[src/rtl/shift_add_mult_ctrl_pkg.sv]
// Shared types and sizing helpers for the shift-add multiplier.
// State encoding, default operand width and counter width function.
package mult_pkg;

  localparam int W_DEF = 6;

  typedef enum logic [1:0] {
    IDLE,
    CALC,
    DONE
  } state_t;

  function automatic int cnt_w(input int w);
    return $clog2(w + 1);
  endfunction

endpackage

[src/rtl/shift_add_mult_ctrl_if.sv]
// Requester-side bundle: start/a/b in, busy/done/p back.
// master = requester, slave = multiplier controller.
interface shift_add_mult_ctrl_if
  import mult_pkg::*;
#(
  parameter int W = W_DEF
);

  logic           start;
  logic [W-1:0]   a;
  logic [W-1:0]   b;
  logic           busy;
  logic           done;
  logic [2*W-1:0] p;

  modport master (
    output start,
    output a,
    output b,
    input  busy,
    input  done,
    input  p
  );

  modport slave (
    input  start,
    input  a,
    input  b,
    output busy,
    output done,
    output p
  );

endinterface

[src/rtl/shift_add_mult_ctrl_add_nbit.sv]
// W-bit adder shared by every shift-add step.
// Carry-in is tied to zero; carry-out feeds the product MSB.
module add_nbit #(
  parameter int W = 6
) (
  input  logic [W-1:0] x,
  input  logic [W-1:0] y,
  output logic [W-1:0] s,
  output logic         cout
);

  // plain unsigned sum with carry-out
  assign {cout, s} = {1'b0, x} + {1'b0, y};

endmodule

[src/rtl/shift_add_mult_ctrl.sv]
// Sequential unsigned W x W shift-and-add multiplier controller.
// EARLY_TERM_EN: stop as soon as the remaining multiplier bits are zero.
module shift_add_mult_ctrl
  import mult_pkg::*;
#(
  parameter int W = W_DEF
) (
  input logic                 clk,
  input logic                 rst_n,
  shift_add_mult_ctrl_if.slave bus
);

  localparam int CNT_W = cnt_w(W);

  state_t         state_q;
  state_t         state_d;
  logic [W-1:0]   mcand_q;
  logic [W-1:0]   mcand_d;
  logic [2*W:0]   p_q;
  logic [2*W:0]   p_d;
  logic [CNT_W-1:0] cnt_q;
  logic [CNT_W-1:0] cnt_d;

  logic [W-1:0]   addend;
  logic [W-1:0]   sum;
  logic           cout;
  logic [2*W:0]   acc;
  logic           last;

  assign addend = p_q[0] ? mcand_q : '0;

  add_nbit #(
    .W(W)
  ) u_add (
    .x   (p_q[2*W-1:W]),
    .y   (addend),
    .s   (sum),
    .cout(cout)
  );

  // adding zero when P[0]=0 leaves hi unchanged
  assign acc  = {cout, sum, p_q[W-1:0]};
  assign last = (cnt_q == CNT_W'(W - 1));

`ifdef EARLY_TERM_EN
  logic [W-1:0]   rem_mask;
  logic           rem_zero;
  logic [CNT_W:0] skip;

  assign rem_mask = {W{1'b1}} >> cnt_q;
  assign rem_zero = (p_q[W-1:0] & rem_mask) == '0;
  assign skip     = (CNT_W+1)'(W) - {1'b0, cnt_q};
`endif

  // state, multiplicand, product and counter registers
  always_ff @(posedge clk or negedge rst_n) begin
    if (!rst_n) begin
      state_q <= IDLE;
      mcand_q <= '0;
      p_q     <= '0;
      cnt_q   <= '0;
    end else begin
      state_q <= state_d;
      mcand_q <= mcand_d;
      p_q     <= p_d;
      cnt_q   <= cnt_d;
    end
  end

  // next-state and datapath update for each FSM state
  always_comb begin
    state_d = state_q;
    mcand_d = mcand_q;
    p_d     = p_q;
    cnt_d   = cnt_q;
    unique case (state_q)
      IDLE: begin
        if (bus.start) begin
          mcand_d = bus.a;
          p_d     = {1'b0, {W{1'b0}}, bus.b};
          cnt_d   = '0;
          state_d = CALC;
        end
      end
      CALC: begin
`ifdef EARLY_TERM_EN
        if (rem_zero) begin
          p_d     = p_q >> skip;
          state_d = DONE;
        end else begin
          p_d   = acc >> 1;
          cnt_d = cnt_q + CNT_W'(1);
          if (last) state_d = DONE;
        end
`else
        p_d   = acc >> 1;
        cnt_d = cnt_q + CNT_W'(1);
        if (last) state_d = DONE;
`endif
      end
      DONE: begin
        state_d = IDLE;
      end
      default: begin
        state_d = IDLE;
      end
    endcase
  end

  assign bus.busy = (state_q != IDLE);
  assign bus.done = (state_q == DONE);
  assign bus.p    = p_q[2*W-1:0];

endmodule
[src/flat_wrapper.sv]
// flat-port wrapper written by rule: the top's interface ports become plain ports
module shift_add_mult_ctrl_flat import mult_pkg::*;
#(
  parameter int W = W_DEF
)
  (clk, rst_n, bus_start, bus_a, bus_b, bus_busy, bus_done, bus_p);
  shift_add_mult_ctrl_if #(.W(W)) bus_i ();
  input logic clk;
  input logic rst_n;
  input wire logic [$bits(bus_i.start)-1:0] bus_start;
  input wire logic [$bits(bus_i.a)-1:0] bus_a;
  input wire logic [$bits(bus_i.b)-1:0] bus_b;
  output wire logic [$bits(bus_i.busy)-1:0] bus_busy;
  output wire logic [$bits(bus_i.done)-1:0] bus_done;
  output wire logic [$bits(bus_i.p)-1:0] bus_p;
  assign bus_i.start = bus_start;
  assign bus_i.a = bus_a;
  assign bus_i.b = bus_b;
  assign bus_busy = bus_i.busy;
  assign bus_done = bus_i.done;
  assign bus_p = bus_i.p;
  shift_add_mult_ctrl #(.W(W)) u_core (.clk(clk), .rst_n(rst_n), .bus(bus_i));
endmodule
[config.mk]
export PLATFORM = sky130hd
export DESIGN_NAME = shift_add_mult_ctrl_flat
export DESIGN_NICKNAME = d
export VERILOG_FILES = /design/src/rtl/shift_add_mult_ctrl_pkg.sv /design/src/rtl/shift_add_mult_ctrl_if.sv /design/src/rtl/shift_add_mult_ctrl_add_nbit.sv /design/src/rtl/shift_add_mult_ctrl.sv /design/src/flat_wrapper.sv
export SDC_FILE = /design/constraint.sdc
export NUM_CORES = 1
export LEC_CHECK = 0
export CAP_MARGIN = 20
export CORE_MARGIN = 10
export CORE_UTILIZATION = 49
export DETAILED_ROUTE_END_ITERATION = 8
export PLACE_DENSITY = 0.84
export SYNTH_ARGS = -nofsm -noshare
export SYNTH_HDL_FRONTEND = slang
export SYNTH_HIERARCHICAL = 1
export SYNTH_SLANG_ARGS = --single-unit
[constraint.sdc]
create_clock -name clk -period 2.7 [get_ports clk]
set_clock_uncertainty 0.05 [all_clocks]
set_input_delay 0.81 -clock clk [delete_from_list [all_inputs] [get_ports clk]]
set_output_delay 0.81 -clock clk [all_outputs]
set_load 0.005 [all_outputs]
After elaboration in Yosys (flattened, before gate mapping)
Index checks and enable logic that the tools add are counted.
{ "word_totals": {"romBits": 0, "reg_bits": 23, "n_memories": 0, "ram_bits": 0, "latchBits": 0, "inputBits": 15, "word_cells": 25} }
{ "classes": {"reduce_logical": 6, "n_mul": 0, "n_shift": 0, "addsub": 2, "eq_ne": 5, "n_lt_le_gt_ge": 0, "muxes": 8, "bitwise_logic": 0, "div_mod_pow": 0} }
{ "ops": {"columns": ["cell", "count"], "rows": [
  ["$pmux W12 S2", 1],
  ["$mux W12", 1],
  ["$add A6 B6 Y7", 1],
  ["$mux W6", 1],
  ["$pmux W3 S2", 1],
  ["$reduce_and A2 Y1", 3],
  ["$mux W2", 2],
  ["$pmux W2 S2", 1],
  ["$reduce_bool A2 Y1", 2],
  ["$add A3 B1 Y3 const B", 1],
  ["$eq A3 B3 Y1 const B", 1],
  ["$mux W3", 1],
  ["$eq A2 B1 Y1 const B", 1],
  ["$eq A2 B2 Y1 const B", 1],
  ["$logic_not A2 Y1", 1],
  ["$ne A2 B1 Y1 const B", 1],
  ["$ne A2 B2 Y1 const B", 1]
]} }

Depth between registers and ports, before layout
Gate-level depths: netlist (run 1).
{ "logic_depth": {"word_depth": 3, "depth_mapped": 9, "ltp_nobuf": 9} }

Cells and area by module
Netlist (run 1), hierarchy kept.
{ "by_module_without_submodules": {"columns": ["mod", "cells_per_inst", "n_inst", "area_per_inst_um2"], "rows": [
  ["shift_add_mult_ctrl", 85, 1, 1064.8],
  ["add_nbit", 28, 1, 242.7]
]} }

Worst setup path after synthesis (run 1)
No wires, ideal clock.
{ "synth_path": {"path_type": "register to register", "startpoint": "register u_core.p_q[0]", "endpoint": "register u_core.p_q[11]", "stages_incl_launch_ff": 10, "path_buffers": 0, "path_slack_ns": 0.763, "required_ns": 2.529, "arrival_time_ns": 1.766, "setup_time_ns": 0.121, "path_cell_list": "dfrtp_1 -> and2_1 -> ha_1 -> inv_1 -> fa_1 -> nor2b_4 -> o31a_2 -> o21ai_2 -> nand2b_1 -> a22o_1"} }
{ "synth_via": {"elab_chain_len": 3} }
{ "synth_lines": {"columns": ["element", "line_no", "rtl"], "rows": [
  ["from (decl)", "shift_add_mult_ctrl.sv:19", "logic [2*W:0] p_q;"],
  ["from (signal assigned)", "shift_add_mult_ctrl.sv:65", "p_q <= p_d;"],
  ["$mux W6", "shift_add_mult_ctrl.sv:30", "assign addend = p_q[0] ? mcand_q : '0;"],
  ["named net u_core.addend[0]", "shift_add_mult_ctrl.sv:24", "logic [W-1:0] addend;"],
  ["$add A6 B6 Y7", "shift_add_mult_ctrl_add_nbit.sv:13", "assign {cout, s} = {1'b0, x} + {1'b0, y};"],
  ["named net u_core.cout", "shift_add_mult_ctrl.sv:26", "logic cout;"],
  ["$pmux W12 S2", "shift_add_mult_ctrl.sv:76", "unique case (state_q)"]
]} }
The timed path passes the listed nets, and every way through them passes these cells.
A chain may end at the register's enable or synchronous reset.

Worst setup path in the final report (run 1)
{ "layout_path": {"startpoint": "register u_core.state_q[1]", "endpoint": "output port bus_busy"} }
{ "layout_via": {"elab_chain_len": 1} }
{ "layout_lines": {"columns": ["element", "line_no", "rtl"], "rows": [
  ["from (decl)", "shift_add_mult_ctrl.sv:15", "state_t state_q;"],
  ["from (signal assigned)", "shift_add_mult_ctrl.sv:63", "state_q <= state_d;"],
  ["$reduce_bool A2 Y1", "shift_add_mult_ctrl.sv:110", "assign bus.busy = (state_q != IDLE);"],
  ["to (decl)", "flat_wrapper.sv:13", "output wire logic [$bits(bus_i.busy)-1:0] bus_busy;"]
]} }
Every way passes these cells.

==> key figures, run 1 <==
Worst setup path
  – Slowest library cell on the worst path: clkdlybuf4s50_1
  – Ordered list of cells on the worst path: or2_2, clkdlybuf4s50_1
  – Slowest stage delay, CP: 0.46 ns
  – Critical Path Start Type: register
  – Critical Path AT: 1.47 ns
  – Setup crit end kind: output pin
  – Critical path class: register to output pin
  – Required time of the critical path: roughly 1.8 ns
  – CP max FO: 3

Routing
  – Initial DRC count: 62
  – Vias: approximately 960
  – Antenna viol nets, final: 0
  – DRC viols: 0
  – Vias per cell: between 5 and 6
  – DRT Pass-1 Iters: 4
  – Wire per inst: 16.8 um
  – Post-Route WL: 2910 um

Finish
  – Util after Layout: 0.655
  – Antenna Cells: 0
  – Area growth syn-to-layout: 26.4%
  – Post-route non-filler standard cell count: 173
  – Seq. cell area: 576 sq um
  – Multi-input combinational cell area: 657 sq um
  – Fillers: 214
  – Fin nets: 168
  – Share of cells above drive strength 1: 0.161

CTS
  – Hold-fix buffers at CTS: 0
  – Clock-pin slew on the worst setup and hold paths: 0.13 ns
  – Worst skew pair latency: 0.31 ns
  – Clock sinks: 23
  – Clock Path Buffers: 2
  – CTS Buf Count: 3
  – CTS tree: done
  – Root Driver: clkbuf_4
  – Resized cells post-CTS: 0
  – Post-CTS setup repair buffer count: 0
  – Htree depth: 1

Timing
  – Count of final hold-check violations: 0
  – Worst-Margin Slew: 0.814 ns
  – Final setup TNS: 0 ns
  – Final hold slack: 0.469 ns
  – Max-slew headroom: 0.456
  – FMAX: 430 MHz
  – Setup Viol. Count Final: 0
  – Final Cycle Share: 0.861
  – Crit path time final: 2.33 ns
  – RSZ-0062 raised after global routing: false
  – Final Max Slew Viols: 0

Floorplanning
  – Placeable Area: 2520 sq um
  – FP Rows: 18
  – Width of the die: 71.7 um
  – Die Ht: 71.7 um
  – Initial core utilization: 0.518
  – Total Die Area: 5130 sq um
  – I/O pin count: 29

Synthesis
  – Sequential element share of the synthesized area: 0.440
  – Synth cell count leaders: dfrtp_1 (23), inv_1 (12), ha_1 (8)
  – Synthesized Nets: 137
  – Top-area cell type share of the netlist area: 0.440
  – Number of flops mapped to enable cells by yosys: 0
  – Cells after synthesis: 113
  – Leading area contributor after synthesis: dfrtp_1
  – Yosys warns: 6
  – Ys async rst share: 1.00
  – Synth cell types: 35
  – Avg Synthesized Cell Area: 11.6 sq um
  – Register bit total from synthesis: 23
  – Ys flop type: dfrtp_1
  – Top post-synthesis cells by area: dfrtp_1 (44%), ha_1 (7.7%), mux2_2 (6.0%)
  – Syn Std Cell Area: around 1300 sq um
  – Most numerous cell in the Yosys netlist: dfrtp_1

Global routing
  – Most Used Layer, Global Route: met2
  – Met3 usage: 0.0372
  – Met1 usage: 0.131
  – GRT overflow: 0
  – First-pass GRT wire length: 5020 um
  – Gr usage total: 0.119
  – Largest net degree at the start of global routing: 24
  – Vias in the first global route: 1100
  – M2 GR Usage: 0.210
  – Initial antenna violation count: 0

Power and ir drop
  – Pleak: between 0.7 and 0.8 nW
  – Sequential power share: 0.323
  – Internal power: 0.00123 W
  – Clock power frac: 0.081
  – Final Power: ~0.0020 W
  – Psw: 0.000734 W
  – Switching share of power: 0.373
  – Combinational share of power: 0.597
  – Pwr dens: 1190 nW/um^2
  – Worst IR Drop VDD: 0.000811 V

Placement
  – Inst Count DP: 169
  – DP HPWL: 2180 um
  – Placer Congestion: 0.772
  – Port Buffers: 28

Hold path
  – Worst Hold Class: register to register

Outcome
  – Status: finished clean

Job
  – Max-cap violation count: 0
## sequential cells by signal (all words and copies together), names as in the netlist
| register | flops |
|---|---|
| u_core/p_q | 12 |
| u_core/mcand_q | 6 |
| u_core/cnt_q | 3 |
| u_core/state_q | 2 |
## layer usage
layer | wire length (um) | share of wire
met5 | 0 | 0
met2 | 1470 | 0.50
met1 | 1280 | 0.44
met4 | 18 | 0.0062
met3 | 149 | 0.051
## final cells by class
class	count	share of cell area
tap	30	0.0227
sequential	23	0.348
clock buffer	3	0.0136
inverter	12	0.0273
timing repair buffer	32	0.188
multi-input combinational	72	0.397
clock inverter	1	0.00303
## power groups by stage
stage / sequential (W) / combinational (W) / clock [W]
6_report: 0.000634 / 0.00117 / 0.000159
5_1_grt: 0.000662 / 0.00131 / 0.000182
4_1_cts: 0.000636 / 0.00119 / 0.000168
3_5_place_dp: 0.000643 / 0.00117 / 0
3_3_place_gp: 0.000634 / 0.00113 / 0
2_1_floorplan: 0.000619 / 0.000823 / 0
## layout by cell type (no fill, tap or decap), drive strengths merged, types with 2 or more instances in the layout
| cell | synthesis | layout |
|---|---|---|
| ha | 8 | 8 |
| clkbuf | 1 | 3 |
| buf | 5 | 4 |
| a221oi | 2 | 2 |
| xnor2 | 3 | 3 |
| nor3b | 5 | 5 |
| a22o | 7 | 7 |
| nor4b | 6 | 6 |
| o21ai | 3 | 3 |
| and2 | 6 | 6 |
| inv | 12 | 12 |
| clkdlybuf4s50 | 0 | 28 |
| o21bai | 2 | 2 |
| a21oi | 3 | 3 |
| a211oi | 5 | 5 |
| dfrtp | 23 | 23 |
| nor2b | 3 | 3 |
| mux2 | 7 | 7 |
## worst max-delay path: cells and delay by family (launching register included)
family,cells,cell delay [ns]
buffers and inverters,1,0.46
DFF,1,0.41
and+or+nand+nor,1,0.29
## stage by stage
step / instance area [sq um] / setup slack, ns
global route: 1650 / 0.291
finish: 1650 / 0.374
CTS: 1650 / 0.365
floorplan: 1310 / 0.763
detailed placement: 1630 / 0.507
global placement: 1630 / 0.534
## final timing paths
check                      cells past startpoint                            end                     startpoint  slack (ns)
max                                            2                       bus_busy  u_core/state_q[1]$_DFFE_PN0P_        0.37
max in group asynchronous                      2      u_core/p_q[2]$_DFFE_PN0P_                          rst_n        1.57
min in group asynchronous                      2     u_core/p_q[10]$_DFFE_PN0P_                          rst_n        0.81
max reg2reg                                    9     u_core/p_q[11]$_DFFE_PN0P_      u_core/p_q[0]$_DFFE_PN0P_        0.57
min                                            1  u_core/mcand_q[1]$_DFFE_PN0P_  u_core/mcand_q[1]$_DFFE_PN0P_        0.47
min reg2reg                                    1  u_core/mcand_q[1]$_DFFE_PN0P_  u_core/mcand_q[1]$_DFFE_PN0P_        0.47
## cell families (layout without fill, tap and decap cells)
family / Yosys count / in the layout / share of synthesized area
AOI/OAI and AO/OA: 27 / 27 / 0.172
xor gates and xnor gates: 3 / 3 / 0.0201
adders and majority gates: 9 / 9 / 0.0919
buffers and inverters: 18 / 48 / 0.0574
DFF: 23 / 23 / 0.440
muxes: 7 / 7 / 0.0603
and+or+nand+nor: 26 / 26 / 0.158
(Power assumes the default switching activity.)
==> run 2, diff against run 1 <==
CELL_PAD_IN_SITES_DETAIL_PLACEMENT = 1   (was not set)
CELL_PAD_IN_SITES_GLOBAL_PLACEMENT = 1   (was not set)
CORE_UTILIZATION = 39   (was 49)
PLACE_DENSITY = 0.85   (was 0.84)
RECOVER_POWER = 25   (was not set)
==> run 2 against run 1 <==
- routed wire length rose by 14%
- largest power group unchanged
- highest routed layer unchanged
- cell count rose by 8.1%
- critical path type unchanged
- worst hold slack barely moved
- design area rose by 0.76%
==> key figures, run 2 (synthesis results as in run 1) <==
CTS
  – Hold-fix buffers at CTS: 0
  – Resized cells post-CTS: 0
  – Clock sinks: 23
  – Clock-pin slew on the worst setup and hold paths: 0.12 ns
  – Root Driver: clkbuf_4
  – Worst skew pair latency: approximately 0.33 ns
  – Htree depth: 1
  – Post-CTS setup repair buffer count: 0
  – CTS Buf Count: 3
  – CTS tree: done
  – Clock Path Buffers: 2

Worst setup path
  – Setup crit end kind: output pin
  – Critical path class: register to output pin
  – Required time of the critical path: 1.84 ns
  – Critical Path AT: 1.51 ns
  – CP max FO: 3
  – Critical Path Start Type: register
  – Ordered list of cells on the worst path: or2_2, clkdlybuf4s50_1
  – Slowest stage delay, CP: 0.48 ns
  – R2r setup slk: 0.59 ns
  – Slowest library cell on the worst path: clkdlybuf4s50_1

Timing
  – Final hold slack: 0.470 ns
  – Max-slew headroom: 0.122
  – FMAX: between 400 and 500 MHz
  – Worst-Margin Slew: ~1.3 ns
  – Setup Viol. Count Final: 0
  – Crit path time final: 2.37 ns
  – Count of final hold-check violations: 0
  – Final Max Slew Viols: 0
  – Final Worst Setup Slack: between 0.3 and 0.4 ns
  – RSZ-0062 raised after global routing: false
  – Final setup TNS: 0 ns
  – Final Cycle Share: 0.879

Placement
  – Placed Area: 1640 sq um
  – DP HPWL: 2490 um
  – Dpl ws: 0.485 ns
  – Port Buffers: 28
  – Inst Count DP: 183
  – Placer Congestion: 0.768

Finish
  – Share of cells above drive strength 1: 0.147
  – Most frequent cells in the layout: clkdlybuf4s50_1 (27), dfrtp_1 (23), inv_1 (12), ha_1 (8)
  – Fin nets: between 150 and 200
  – Seq. cell area: 576 sq um
  – Commonest non-fill, non-tap cell in the layout: clkdlybuf4s50_1
  – Largest register FFs: 12
  – Biggest regs: u_core/p_q (12), u_core/mcand_q (6), u_core/cnt_q (3)
  – Multi-input combinational cell area: 657 sq um
  – Antenna Cells: 0
  – Fillers: ~330
  – Most flops, register: u_core/p_q
  – Post-route non-filler standard cell count: 187
  – Cell area after layout: 1670 sq um
  – Area growth syn-to-layout: 27.4%

Routing
  – DRT Pass-1 Iters: 4
  – Initial DRC count: 80
  – Vias: 983
  – DRC viols: 0
  – Antenna viol nets, final: 0
  – Wire per inst: roughly 18 um
  – Vias per cell: 5.26
  – Post-Route WL: 3310 um

Global routing
  – Vias in the first global route: 1115
  – Initial antenna violation count: 0
  – Gr usage total: 0.112
  – First-pass GRT wire length: 5490 um
  – Largest net degree at the start of global routing: 24
  – GRT overflow: 0

Power and ir drop
  – Worst IR Drop VDD: 0.000475 V
  – Pwr dens: 1210 nW/um^2
  – Pleak: between 0.7 and 0.8 nW

Floorplanning
  – Width of the die: 77.9 um
  – Placeable Area: 3130 sq um
  – Total Die Area: 6070 sq um
  – FP Rows: 20
  – Die Ht: roughly 80 um
  – I/O pin count: 29
  – Initial core utilization: 0.418

Hold path
  – Worst Hold Class: register to register

Job
  – Max-cap violation count: 0

Outcome
  – Status: finished clean
-- run 2: final cells by class --
type,instances,area share
Timing Repair Buffer,32,0.184
Tap cell,44,0.0331
Clock buffer,4,0.0158
Sequential cell,23,0.346
Multi-Input combinational cell,72,0.394
Inverter,12,0.0270
-- run 2: report_power, final --
part	internal, W	leakage (nW)	switching, W
logic	0.000664	0.437	0.000538
registers	0.000515	0.273	0.000123
clock network	0.0000579	0.0150	0.000113
-- run 2: layer usage --
metal | up-vias | GRT usage | share of wire
met5 | - | 0 | 0
met4 | 0 | 0.0466 | 0.014
met3 | 4 | 0.0323 | 0.037
met2 | 13 | 0.197 | 0.52
met1 | 495 | 0.123 | 0.43
li1 | 471 | - | -
-- run 2: critical path, delay by kind of cell, from the launching register on --
family	cells	cell delay [ns]
buffers and inverters	1	0.48
DFF	1	0.41
and+or+nand+nor	1	0.31
-- run 2: worst paths after layout --
check | endpoint | cells after the start | startpoint
max | bus_busy | 2 | u_core/state_q[1]$_DFFE_PN0P_
min | u_core/mcand_q[4]$_DFFE_PN0P_ | 1 | u_core/mcand_q[4]$_DFFE_PN0P_
max reg2reg | u_core/p_q[11]$_DFFE_PN0P_ | 9 | u_core/p_q[0]$_DFFE_PN0P_
min reg2reg | u_core/mcand_q[4]$_DFFE_PN0P_ | 1 | u_core/mcand_q[4]$_DFFE_PN0P_
max in group asynchronous | u_core/state_q[0]$_DFFE_PN0P_ | 2 | rst_n
min in group asynchronous | u_core/p_q[7]$_DFFE_PN0P_ | 2 | rst_n
-- run 2: metrics by stage --
step            util  power, W
2_1_floorplan      -   0.00144
3_3_place_gp   0.525   0.00178
3_5_place_dp   0.525   0.00186
4_1_cts        0.534   0.00204
5_1_grt        0.532   0.00220
6_report       0.532   0.00201
==> run 3, diff against run 2 <==
SLEW_MARGIN = 10   (was not set)
==> results of run 3 <==
The final DEF is identical to that of run 2; final timing and power are the same.
